==> src/rtl/instr_sequencer_if.sv <==
// Bundles the sequencer's control, fetch and commit-strobe signals.
// The master side is the core/debug host. The slave side is the sequencer.
interface instr_sequencer_if #(
    parameter int COUNT_WIDTH   = 16,
    parameter int NumOpCodeBits = 5
);
    logic                     run;
    logic                     step;
    logic                     halt_req;
    logic                     imem_ready;
    logic [NumOpCodeBits-1:0] opcode;
    logic                     dec_wr_en;
    logic                     dec_stat_wr_en;
    logic                     dec_cnt_wr_en;
    logic                     dec_add_offset;

    logic                     imem_rd_en;
    logic                     ir_load;
    logic                     pc_inc;
    logic                     pc_load;
    logic                     pc_add_offset;
    logic                     reg_wr_en;
    logic                     stat_wr_en;
    logic                     halted;
    logic                     illegal;
    logic [1:0]               state;
    logic [COUNT_WIDTH-1:0]   instr_count;

    modport master (
        output run, step, halt_req, imem_ready, opcode,
               dec_wr_en, dec_stat_wr_en, dec_cnt_wr_en, dec_add_offset,
        input  imem_rd_en, ir_load, pc_inc, pc_load, pc_add_offset,
               reg_wr_en, stat_wr_en, halted, illegal, state, instr_count
    );

    modport slave (
        input  run, step, halt_req, imem_ready, opcode,
               dec_wr_en, dec_stat_wr_en, dec_cnt_wr_en, dec_add_offset,
        output imem_rd_en, ir_load, pc_inc, pc_load, pc_add_offset,
               reg_wr_en, stat_wr_en, halted, illegal, state, instr_count
    );
endinterface

==> src/rtl/instr_sequencer.sv <==
// Jac1-8 fetch/decode/execute sequencer with run/halt/single-step control,
// reserved-opcode trapping and a retired-instruction counter.
module instr_sequencer #(
    parameter int COUNT_WIDTH   = 16,
    parameter int NumOpCodeBits = 5
) (
    input  logic            clk,
    input  logic            reset,
    instr_sequencer_if.slave bus
);

    typedef enum logic [1:0] {
        HALT   = 2'b00,
        FETCH  = 2'b01,
        DECODE = 2'b10,
        EXEC   = 2'b11
    } state_e;

    localparam logic [NumOpCodeBits-1:0] ResALo = NumOpCodeBits'(10);
    localparam logic [NumOpCodeBits-1:0] ResAHi = NumOpCodeBits'(15);
    localparam logic [NumOpCodeBits-1:0] ResBLo = NumOpCodeBits'(22);

    state_e                 r_state;
    logic                   r_single;
    logic                   r_haltPend;
    logic                   r_illegal;
    logic [COUNT_WIDTH-1:0] r_count;

    logic w_reserved;
    logic w_fetch;
    logic w_exec;
    logic w_stopAfterExec;

    assign w_reserved = ((bus.opcode >= ResALo) && (bus.opcode <= ResAHi)) ||
                        (bus.opcode >= ResBLo);

    // Strobes are suppressed while reset is high so nothing commits on the reset edge.
    assign w_fetch = (r_state == FETCH) && !reset;
    assign w_exec  = (r_state == EXEC)  && !reset;

    assign w_stopAfterExec = r_haltPend || r_single || !bus.run || bus.halt_req;

    always_ff @(posedge clk) begin
        if (reset) begin
            r_state    <= HALT;
            r_single   <= 1'b0;
            r_haltPend <= 1'b0;
            r_illegal  <= 1'b0;
            r_count    <= '0;
        end else begin
            case (r_state)
                HALT: begin
                    if (bus.run || bus.step) begin
                        r_state    <= FETCH;
                        r_single   <= !bus.run;
                        r_illegal  <= 1'b0;
                        r_haltPend <= 1'b0;
                    end
                end
                FETCH: begin
                    if (bus.halt_req) begin
                        r_haltPend <= 1'b1;
                    end
                    if (bus.imem_ready) begin
                        r_state <= DECODE;
                    end
                end
                DECODE: begin
                    if (bus.halt_req) begin
                        r_haltPend <= 1'b1;
                    end
                    // A trap leaves the PC on the offending instruction for the debugger.
                    if (w_reserved) begin
                        r_state   <= HALT;
                        r_illegal <= 1'b1;
                    end else begin
                        r_state <= EXEC;
                    end
                end
                EXEC: begin
                    r_count <= r_count + COUNT_WIDTH'(1);
                    r_state <= w_stopAfterExec ? HALT : FETCH;
                end
                default: r_state <= HALT;
            endcase
        end
    end

    assign bus.imem_rd_en    = w_fetch;
    assign bus.ir_load       = w_fetch && bus.imem_ready;
    assign bus.reg_wr_en     = w_exec && bus.dec_wr_en;
    assign bus.stat_wr_en    = w_exec && bus.dec_stat_wr_en;
    assign bus.pc_load       = w_exec && bus.dec_cnt_wr_en;
    assign bus.pc_add_offset = w_exec && bus.dec_cnt_wr_en && bus.dec_add_offset;
    assign bus.pc_inc        = w_exec && !bus.dec_cnt_wr_en;
    assign bus.halted        = (r_state == HALT);
    assign bus.illegal       = r_illegal;
    assign bus.state         = r_state;
    assign bus.instr_count   = r_count;

endmodule

==> src/flat_wrapper.sv <==
// flat-port wrapper written by rule: the top's interface ports become plain ports
module instr_sequencer_flat 
#(
    parameter int COUNT_WIDTH   = 16,
    parameter int NumOpCodeBits = 5
)
  (clk, reset, bus_run, bus_step, bus_halt_req, bus_imem_ready, bus_opcode, bus_dec_wr_en, bus_dec_stat_wr_en, bus_dec_cnt_wr_en, bus_dec_add_offset, bus_imem_rd_en, bus_ir_load, bus_pc_inc, bus_pc_load, bus_pc_add_offset, bus_reg_wr_en, bus_stat_wr_en, bus_halted, bus_illegal, bus_state, bus_instr_count);
  instr_sequencer_if #(.COUNT_WIDTH(COUNT_WIDTH), .NumOpCodeBits(NumOpCodeBits)) bus_i ();
  input  logic clk;
  input  logic reset;
  input wire logic [$bits(bus_i.run)-1:0] bus_run;
  input wire logic [$bits(bus_i.step)-1:0] bus_step;
  input wire logic [$bits(bus_i.halt_req)-1:0] bus_halt_req;
  input wire logic [$bits(bus_i.imem_ready)-1:0] bus_imem_ready;
  input wire logic [$bits(bus_i.opcode)-1:0] bus_opcode;
  input wire logic [$bits(bus_i.dec_wr_en)-1:0] bus_dec_wr_en;
  input wire logic [$bits(bus_i.dec_stat_wr_en)-1:0] bus_dec_stat_wr_en;
  input wire logic [$bits(bus_i.dec_cnt_wr_en)-1:0] bus_dec_cnt_wr_en;
  input wire logic [$bits(bus_i.dec_add_offset)-1:0] bus_dec_add_offset;
  output wire logic [$bits(bus_i.imem_rd_en)-1:0] bus_imem_rd_en;
  output wire logic [$bits(bus_i.ir_load)-1:0] bus_ir_load;
  output wire logic [$bits(bus_i.pc_inc)-1:0] bus_pc_inc;
  output wire logic [$bits(bus_i.pc_load)-1:0] bus_pc_load;
  output wire logic [$bits(bus_i.pc_add_offset)-1:0] bus_pc_add_offset;
  output wire logic [$bits(bus_i.reg_wr_en)-1:0] bus_reg_wr_en;
  output wire logic [$bits(bus_i.stat_wr_en)-1:0] bus_stat_wr_en;
  output wire logic [$bits(bus_i.halted)-1:0] bus_halted;
  output wire logic [$bits(bus_i.illegal)-1:0] bus_illegal;
  output wire logic [$bits(bus_i.state)-1:0] bus_state;
  output wire logic [$bits(bus_i.instr_count)-1:0] bus_instr_count;
  assign bus_i.run = bus_run;
  assign bus_i.step = bus_step;
  assign bus_i.halt_req = bus_halt_req;
  assign bus_i.imem_ready = bus_imem_ready;
  assign bus_i.opcode = bus_opcode;
  assign bus_i.dec_wr_en = bus_dec_wr_en;
  assign bus_i.dec_stat_wr_en = bus_dec_stat_wr_en;
  assign bus_i.dec_cnt_wr_en = bus_dec_cnt_wr_en;
  assign bus_i.dec_add_offset = bus_dec_add_offset;
  assign bus_imem_rd_en = bus_i.imem_rd_en;
  assign bus_ir_load = bus_i.ir_load;
  assign bus_pc_inc = bus_i.pc_inc;
  assign bus_pc_load = bus_i.pc_load;
  assign bus_pc_add_offset = bus_i.pc_add_offset;
  assign bus_reg_wr_en = bus_i.reg_wr_en;
  assign bus_stat_wr_en = bus_i.stat_wr_en;
  assign bus_halted = bus_i.halted;
  assign bus_illegal = bus_i.illegal;
  assign bus_state = bus_i.state;
  assign bus_instr_count = bus_i.instr_count;
  instr_sequencer #(.COUNT_WIDTH(COUNT_WIDTH), .NumOpCodeBits(NumOpCodeBits)) u_core (.clk(clk), .reset(reset), .bus(bus_i));
endmodule
==> config.mk <==
export PLATFORM = sky130hd
export DESIGN_NAME = instr_sequencer_flat
export DESIGN_NICKNAME = d
export VERILOG_FILES = /design/src/rtl/instr_sequencer_if.sv /design/src/rtl/instr_sequencer.sv /design/src/flat_wrapper.sv
export SDC_FILE = /design/constraint.sdc
export NUM_CORES = 1
export LEC_CHECK = 0
export ABC_AREA = 1
export BUFFER_PORTS_ARGS = -buffer_cell sky130_fd_sc_hd__buf_2
export CAP_MARGIN = 25
export CORE_MARGIN = 5
export CORE_UTILIZATION = 35
export CTS_BUF_LIST = sky130_fd_sc_hd__clkbuf_4
export DETAILED_ROUTE_END_ITERATION = 7
export GPL_ROUTABILITY_DRIVEN = 0
export GPL_TIMING_DRIVEN = 0
export HOLD_SLACK_MARGIN = 0.15
export PLACE_DENSITY = 0.68
export RECOVER_POWER = 100
export SLEW_MARGIN = 20
export SYNTH_ARGS = -nofsm -noshare
export SYNTH_HDL_FRONTEND = slang
export SYNTH_SLANG_ARGS = --single-unit
==> constraint.sdc <==
create_clock -name clk -period 1.7 [get_ports clk]
set_input_delay 0.17 -clock clk [delete_from_list [all_inputs] [get_ports clk]]
set_output_delay 0.17 -clock clk [all_outputs]
set_load 0.005 [all_outputs]
==> metrics, run 1 <==
outcome finished, final reports clean; share of the synthesized area in the top cell type 0.377; total die area roughly 4400 sq um; TritonCTS clock tree yes; first-pass GRT wire length about 4300 microns; critical path's largest stage delay roughly 370 ps; clk_lat worst skew 300 ps; CP Max Fanout 9; antenna viol nets, final 0; diode count 0; Fmax achieved between 600 and 700 MHz; worst vdd ir around 480 uV; port buffer count 40; DRC 0; max-slew violation count 0; die width 66.5 microns; initial core utilization 0.366; warnings from Yosys 0; Pre-antenna DRT Iters 4; ranking of synthesized cells by area dfxtp_1, nand2_1, inv_1; Buf+Inv Stages, Crit Path 2; final WL between 2000 and 3000 microns; PD cells about 800 nW/um^2; DR vias 1131; Yosys cell types 22; clock skew ~3.2 ps; Crit Path Class flip-flop to output port; DPL Wire Length between 1500 and 2000 microns; Period Utilization, post-route 0.917; I/O Pins 42; via density per instance approximately 4.6; CP delay by family, top flip-flops; Post CTS Setup Buffer Count 0; total grt overflow 0; clock period minus worst slack about 1600 ps; Core Rows 20; Hold Fails Final Rpt 0; TNS Setup 0 ps; Slew @ Worst Pin ~320 ps; Syn Inst Count ~160; Synth area leader dfxtp_1; initial antenna violation count 0; Synth-to-Final Area Change 27.6%; largest net degree at the start of global routing 12; CTS Root Buffer Type clkbuf_4; Worst EP required approximately 1500 ps; share of cells above drive strength 1 0.240; H-tree lvl count 1; Layout Utilization 0.466; Min-Delay Path Class input pin to flip-flop; Synth Register Bits 21; DR iter-0 viols just under 50; clock buffer depth 2; chip height about 66 microns; Mapped Area between 1000 and 1500 sq um; vias in the first global route 1009; count of final setup violators 0; overall routing resource usage 0.125; Leakage between 0.6 and 0.7 nW; Data arrival, critical path 1390 ps; syn_area_per_cell about 7.2 sq um; nets@finish 225; Max-slew headroom 0.785; startpoint types flip-flop; routed wire length per instance between 10 and 15 microns; CP Cell Sequence ha_1 > buf_6 > nand2_2 > nor3b_1 > buf_2; unrepaired setup endpoints after global routing no; CTS buffer count 3; Num Clock Sinks 21; CP max-delay cell dfxtp_2; Syn Nets 176; CP Capture Type output port; Worst-path clk slew roughly 110 ps; sequential share of the synthesized area 0.377; Core Area around 3100 sq um; max-cap violation count 0
-- registers in the layout, summed over array words and instances, names as in the netlist --
register                count
u_core.bus.illegal          1
u_core.r_single             1
u_core.r_haltPend           1
u_core.bus.instr_count     16
u_core.bus.state            2
-- synthesized netlist by cell type --
cell and count:
nand2_1 25, a31oi_1 3, buf_2 1, nand4_1 3, inv_1 24, o21a_1 2
nor2_2 2, buf_6 1, nand2_2 2, dfxtp_1 21, nor2_1 20, nor2_4 3
ha_1 5, nand2_4 2, o211a_1 1, nor3b_1 1, nand3_1 6, a21oi_1 15
nand3_2 1, and3_1 1, o21ai_0 13, nor3_1 4
-- layout make-up --
class | instances | area, sq um
Tap cell | 44 | 55.1
Sequential cell | 21 | 423
Clock buffer | 4 | 30.0
Inverter | 24 | 90.1
Timing Repair Buffer | 44 | 230
Fill cell | 345 | 1630
Buffer | 2 | 16.3
Multi-Input combinational cell | 109 | 579
-- stage by stage --
stage / std cells / hold WS, ps / area [sq um] / power, mW / worst slack (ps)
3_3_place_gp: 240 / 447 / 1370 / 0.881 / 184
5_1_grt: 248 / 204 / 1420 / 1.23 / 33.2
6_report: 248 / 202 / 1420 / 1.14 / 141
3_5_place_dp: 240 / 451 / 1370 / 0.885 / 180
4_1_cts: 248 / 205 / 1440 / 1.15 / 27.6
2_1_floorplan: 156 / 249 / 1120 / 0.771 / 345
-- worst min-delay path: stages --
cell and delay (ps):
buf_2 150, a21oi_1 60, o21a_1 90
-- path summary, 6_finish.rpt --
path / to / depth (start not counted) / start / slack [ps]
setup reg to reg: u_core.r_single / 6 / u_core.bus.state[0] / 170
hold reg to reg: u_core.r_haltPend / 2 / u_core.r_haltPend / 460
setup / recovery: bus_pc_add_offset / 5 / u_core.bus.state[0] / 140
hold / removal: u_core.bus.instr_count[3] / 3 / reset / 200
-- report_power, final --
group | internal [mW] | switching (mW) | leakage [nW]
Clock | 0.107 | 0.146 | 0.0184
Combinational | 0.139 | 0.176 | 0.498
Sequential | 0.536 | 0.0298 | 0.171
Total | 0.783 | 0.352 | 0.687
-- routing by layer --
metal  track usage  share of wire
met1         0.150           0.47
met2         0.209           0.46
met3        0.0455          0.070
met4        0.0305         0.0071
met5             0              0
-- cells in the final DEF, fill, tap and decap left out, drive strengths merged, types with 4 or more instances in the layout --
cell,netlist,layout
buf,2,32
nand2,29,29
nor2,25,25
inv,24,24
dfxtp,21,21
a21oi,15,15
clkbuf,0,14
o21ai,13,13
nand3,7,7
ha,5,5
nor3,4,4
dlygate4sd3,0,4
-- cells by family after synthesis --
logic type | synth area share
DFF | 0.377
AOI/OAI and AO/OA | 0.165
buffers and inverters | 0.0953
and+or+nand+nor | 0.307
adders and majority gates | 0.0561
-- what timing repair did --
item                       CTS  global route
hold buffers                 4             0
hold endpoints to repair     4             0
gates resized for setup      0             4
setup endpoints to repair    0             2
Note: power is estimated with default switching activity, not from simulation.
==> run 2: changes to the inputs <==
REMOVE_ABC_BUFFERS = 1   (was default)
==> metrics, run 2 (same netlist as run 1, synthesis figures left out) <==
CTS buffer count 3; CP max-delay cell dfxtp_2; DR iter-0 viols 54; nets@finish approximately 220; PD cells approximately 800 nW/um^2; critical path's largest stage delay between 300 and 400 ps; CP delay by family, top flip-flops; initial antenna violation count 0; commonest non-fill, non-tap cell in the layout nand2_1; Worst EP required approximately 1500 ps; port buffer count 40; Int Power 0.776 mW; clk_lat worst skew approximately 300 ps; Crit Path Class flip-flop to output port; DRC 0; share of cells above drive strength 1 0.208; Met1 Wirelength 1180 microns; Min-Delay Path Class input pin to flip-flop; diode count 0; WL met3 ~100 microns; sequential share of power 0.505; DR vias 1127; Leakage between 0.6 and 0.7 nW; Fmax achieved roughly 650 MHz; CP Cell Sequence ha_4 > nand2_1 > nor3b_1 > clkbuf_1; clock buffer depth 2; most frequent cells in the layout nand2_1, inv_1, buf_2; Slew @ Worst Pin ~500 ps; die width approximately 66 microns; clock period minus worst slack about 1500 ps; H-tree lvl count 1; Pre-antenna DRT Iters 5; unrepaired setup endpoints after global routing no; vias in the first global route just under 1k; Layout Utilization 0.464; final WL ~2500 microns; DPL Wire Length about 1900 microns; CP Capture Type output port; Num Clock Sinks 21; clock skew between 2 and 3 ps; CP Max Fanout 9; pre-CTS setup slack 56.2 ps; startpoint types flip-flop; Max-slew headroom 0.664; Hold Fails Final Rpt 0; initial core utilization 0.366; P_sw about 0.37 mW; largest net degree at the start of global routing 19; Hold Slack between 150 and 200 ps; max-cap violation count 0; count of final setup violators 0; Core Rows 20; I/O Pins 42; overall routing resource usage 0.118; Worst Setup Slack, final 153 ps; Period Utilization, post-route 0.910; max-slew violation count 0; Core Area approximately 3100 sq um; Post CTS Setup Buffer Count 0; Comb power frac 0.272; first-pass GRT wire length around 4100 microns; total die area roughly 4400 sq um; total grt overflow 0; antenna viol nets, final 0; switching portion of total power 0.321; TritonCTS clock tree yes; clock share of power 0.224; Synth-to-Final Area Change 26.8%; max layer used met4; TNS Setup 0 ps; CTS Root Buffer Type clkbuf_4; Data arrival, critical path 1380 ps; worst vdd ir between 400 and 500 uV; Buf+Inv Stages, Crit Path 1; routed wire length per instance 10.1 microns; met2 WL ~1200 microns; chip height between 60 and 70 microns; outcome finished, final reports clean; via density per instance between 4 and 5; max FFs per register 16; Worst-path clk slew approximately 110 ps
-- run 2: layout make-up --
class	count	area [sq um]
Clock buffer	4	30.0
Fill cell	333	1640
Inverter	24	90.1
Multi-Input combinational cell	109	594
Sequential cell	21	423
Tap cell	44	55.1
Timing Repair Buffer	44	223
-- run 2: worst paths after layout --
check | from | to | slack, ps | cells past startpoint
setup / recovery | u_core.bus.state[0] | bus_pc_add_offset | 150 | 4
hold / removal | reset | u_core.bus.instr_count[3] | 190 | 3
setup reg to reg | u_core.bus.state[0] | u_core.bus.instr_count[15] | 200 | 8
hold reg to reg | u_core.r_haltPend | u_core.r_haltPend | 470 | 2
-- run 2: routing by layer --
layer,track usage,up-vias
met5,0,-
met4,0.0457,0
met3,0.0236,4
met2,0.193,21
met1,0.150,498
li1,-,604
-- run 2: worst reg2reg max path, cell delays in order, from the launching register on --
cell	delay, ps
dfxtp_2	390
ha_4	200
nand2_4	50
nor2_1	290
nand2_4	110
nor2_4	160
nand4_1	100
nand2_1	70
nor2_1	40
-- run 2: stage by stage --
stage,instance area (sq um),power (mW),instances
4_1_cts,1440,1.16,246
6_report,1420,1.14,246
3_5_place_dp,1360,0.875,238
2_1_floorplan,1100,0.764,154
3_3_place_gp,1360,0.875,238
5_1_grt,1420,1.23,246
-- run 2: what timing repair did --
action | in CTS | in global routing
setup endpoints to repair | 4 | 2
resized for setup | 2 | 2
endpoints found under the hold margin | 4 | 0
hold buffers | 4 | 0
-- run 2: power by group through the flow --
stage	combinational [mW]	sequential, mW	clock, mW
floorplan	0.189	0.575	0
global placement	0.298	0.577	0
detailed placement	0.298	0.577	0
CTS	0.312	0.574	0.272
global route	0.353	0.585	0.293
finish	0.310	0.577	0.256
==> run 3: changes to the inputs <==
ABC_AREA = default   (was 1)
==> metrics, run 3 <==
Period Utilization, post-route 0.947; Synth Register Bits 21; total grt overflow 0; Syn Inst Count between 100 and 150; placed insts between 200 and 250; Crit Path Class flip-flop to output port; Main synth FF type dfxtp_1; Num Clock Sinks 21; Worst-path clk slew between 100 and 150 ps; commonest non-fill, non-tap cell in the layout buf_2; PD cells about 840 nW/um^2; CTS buffer count 3; clk_lat worst skew roughly 310 ps; diode count 0; count of final setup violators 0; via density per instance roughly 5.0; CP max-delay cell dfxtp_2; I/O Pins 42; number of synthesized flops with an enable pin 0; clock period minus worst slack about 1600 ps; unrepaired setup endpoints after global routing no; antenna viol nets, final 0; fillers between 300 and 400; max-cap violation count 0; H-tree lvl count 1; Core Area roughly 3300 sq um; CP Capture Type output port; Hold Fails Final Rpt 0; share of cells above drive strength 1 0.238; most frequent cells in the layout buf_2, dfxtp_1, clkbuf_1; Fmax achieved around 620 MHz; nets@finish between 150 and 200; Min-Delay Path Class input pin to flip-flop; Pre-antenna DRT Iters 4; Pwr Total ~1.2 mW; clock buffer depth 2; clock skew approximately 5.6 ps; largest net degree at the start of global routing 30; Yosys cell types 40; Slew @ Worst Pin slightly above 500 ps; Synth area leader dfxtp_1; outcome finished, final reports clean; CP Cell Sequence inv_1 > ha_1 > nor2b_1 > and2_1 > buf_2; port buffer count 40; total die area 4640 sq um; DR vias ~1.1k; pre-CTS setup slack -294 ps; most frequent cell after synthesis dfxtp_1; chip height ~70 microns; worst vdd ir 334 uV; vias in the first global route 1003; Layout Utilization 0.444; CP Max Fanout 4; CTS Root Buffer Type clkbuf_4; DR iter-0 viols 31; Mapped Area around 1200 sq um; sequential share of the synthesized area 0.356; warnings from Yosys 0; Buf+Inv Stages, Crit Path 2; ranking of synthesized cells by area dfxtp_1, ha_1, mux2_1; max FFs per register 16; routed wire length per instance around 13 microns; die width 68.1 microns; Data arrival, critical path roughly 1400 ps; CP delay by family, top flip-flops; Core Rows 21; Max-slew headroom 0.655; top cells by count, synth dfxtp_1, nor2_1, a21oi_1; first-pass GRT wire length 4490 microns; overall routing resource usage 0.126; non-filler instance count after layout approximately 220; DRC 0; share of the synthesized area in the top cell type 0.356; critical path's largest stage delay just under 400 ps; startpoint types flip-flop; TritonCTS clock tree yes; initial antenna violation count 0; DPL Wire Length about 2100 microns; Worst Setup Slack, final ~90 ps; initial core utilization 0.357; syn_area_per_cell roughly 9.1 sq um; final WL roughly 2800 microns; Leakage ~0.56 nW; Synth-to-Final Area Change 24.3%; Worst EP required between 1500 and 2000 ps; Synth async-reset ratio 0; max-slew violation count 0
==> run 3: repair_timing <==
item / CTS / global route
resized for setup: 4 / 4
hold buffers: 1 / 0
setup endpoints to repair: 15 / 8
pin swaps: 1 / 0
endpoints found under the hold margin: 1 / 0
buffers inserted: 2 / 0
==> run 3: routing by layer <==
metal	GRT usage	wire length [microns]	vias to the layer above
li1	-	-	560
met1	0.156	1280	504
met2	0.209	1310	30
met3	0.0213	169	5
met4	0.0620	57	0
met5	0	0	-
==> run 3: path summary, 6_finish.rpt <==
check | start | to | slack, ps | depth (start not counted)
worst max-delay path | u_core.bus.state[1] | bus_ir_load | 90 | 5
worst min-delay path | bus_halt_req | u_core.r_haltPend | 180 | 3
worst max register to register | u_core.bus.state[1] | u_core.bus.state[0] | 90 | 5
worst min register to register | u_core.bus.instr_count[8] | u_core.bus.instr_count[8] | 530 | 2
==> run 3: worst min-delay path, cell delays in order <==
cell and delay [ps]:
buf_2 90, a31oi_1 70, nor3_1 110
==> run 3: power breakdown <==
| part | total (mW) | switching, mW | leakage, nW | internal, mW |
|---|---|---|---|---|
| registers | 0.593 | 0.0542 | 0.171 | 0.539 |
| logic | 0.381 | 0.197 | 0.374 | 0.184 |
| clock network | 0.261 | 0.153 | 0.0184 | 0.108 |
==> run 3: layout make-up <==
class,count,area [sq um],area share
Clock buffer,4,30.0,0.0204
Inverter,6,22.5,0.0153
Multi-Input combinational cell,98,734,0.500
Sequential cell,21,423,0.288
Timing Repair Buffer,43,203,0.138
Tap cell,46,57.6,0.0391
==> run 3: stage by stage <==
step	setup TNS [ps]	hold slack (ps)	cell area [sq um]
after floorplan	-47.9	239	1150
after global placement	-1020	398	1410
after detailed placement	-1430	419	1410
after CTS	0	164	1480
after global routing	0	181	1470
final	0	175	1470
==> run 3: logic make-up (layout without fill, tap and decap cells) <==
group | after synthesis | count (layout) | synth area share
simple gates | 57 | 57 | 0.324
xor+xnor | 4 | 4 | 0.0296
buf+inv | 11 | 53 | 0.0444
compound gates | 26 | 26 | 0.138
fa+ha+maj | 5 | 5 | 0.0529
flops | 21 | 21 | 0.356
mux | 6 | 6 | 0.0561
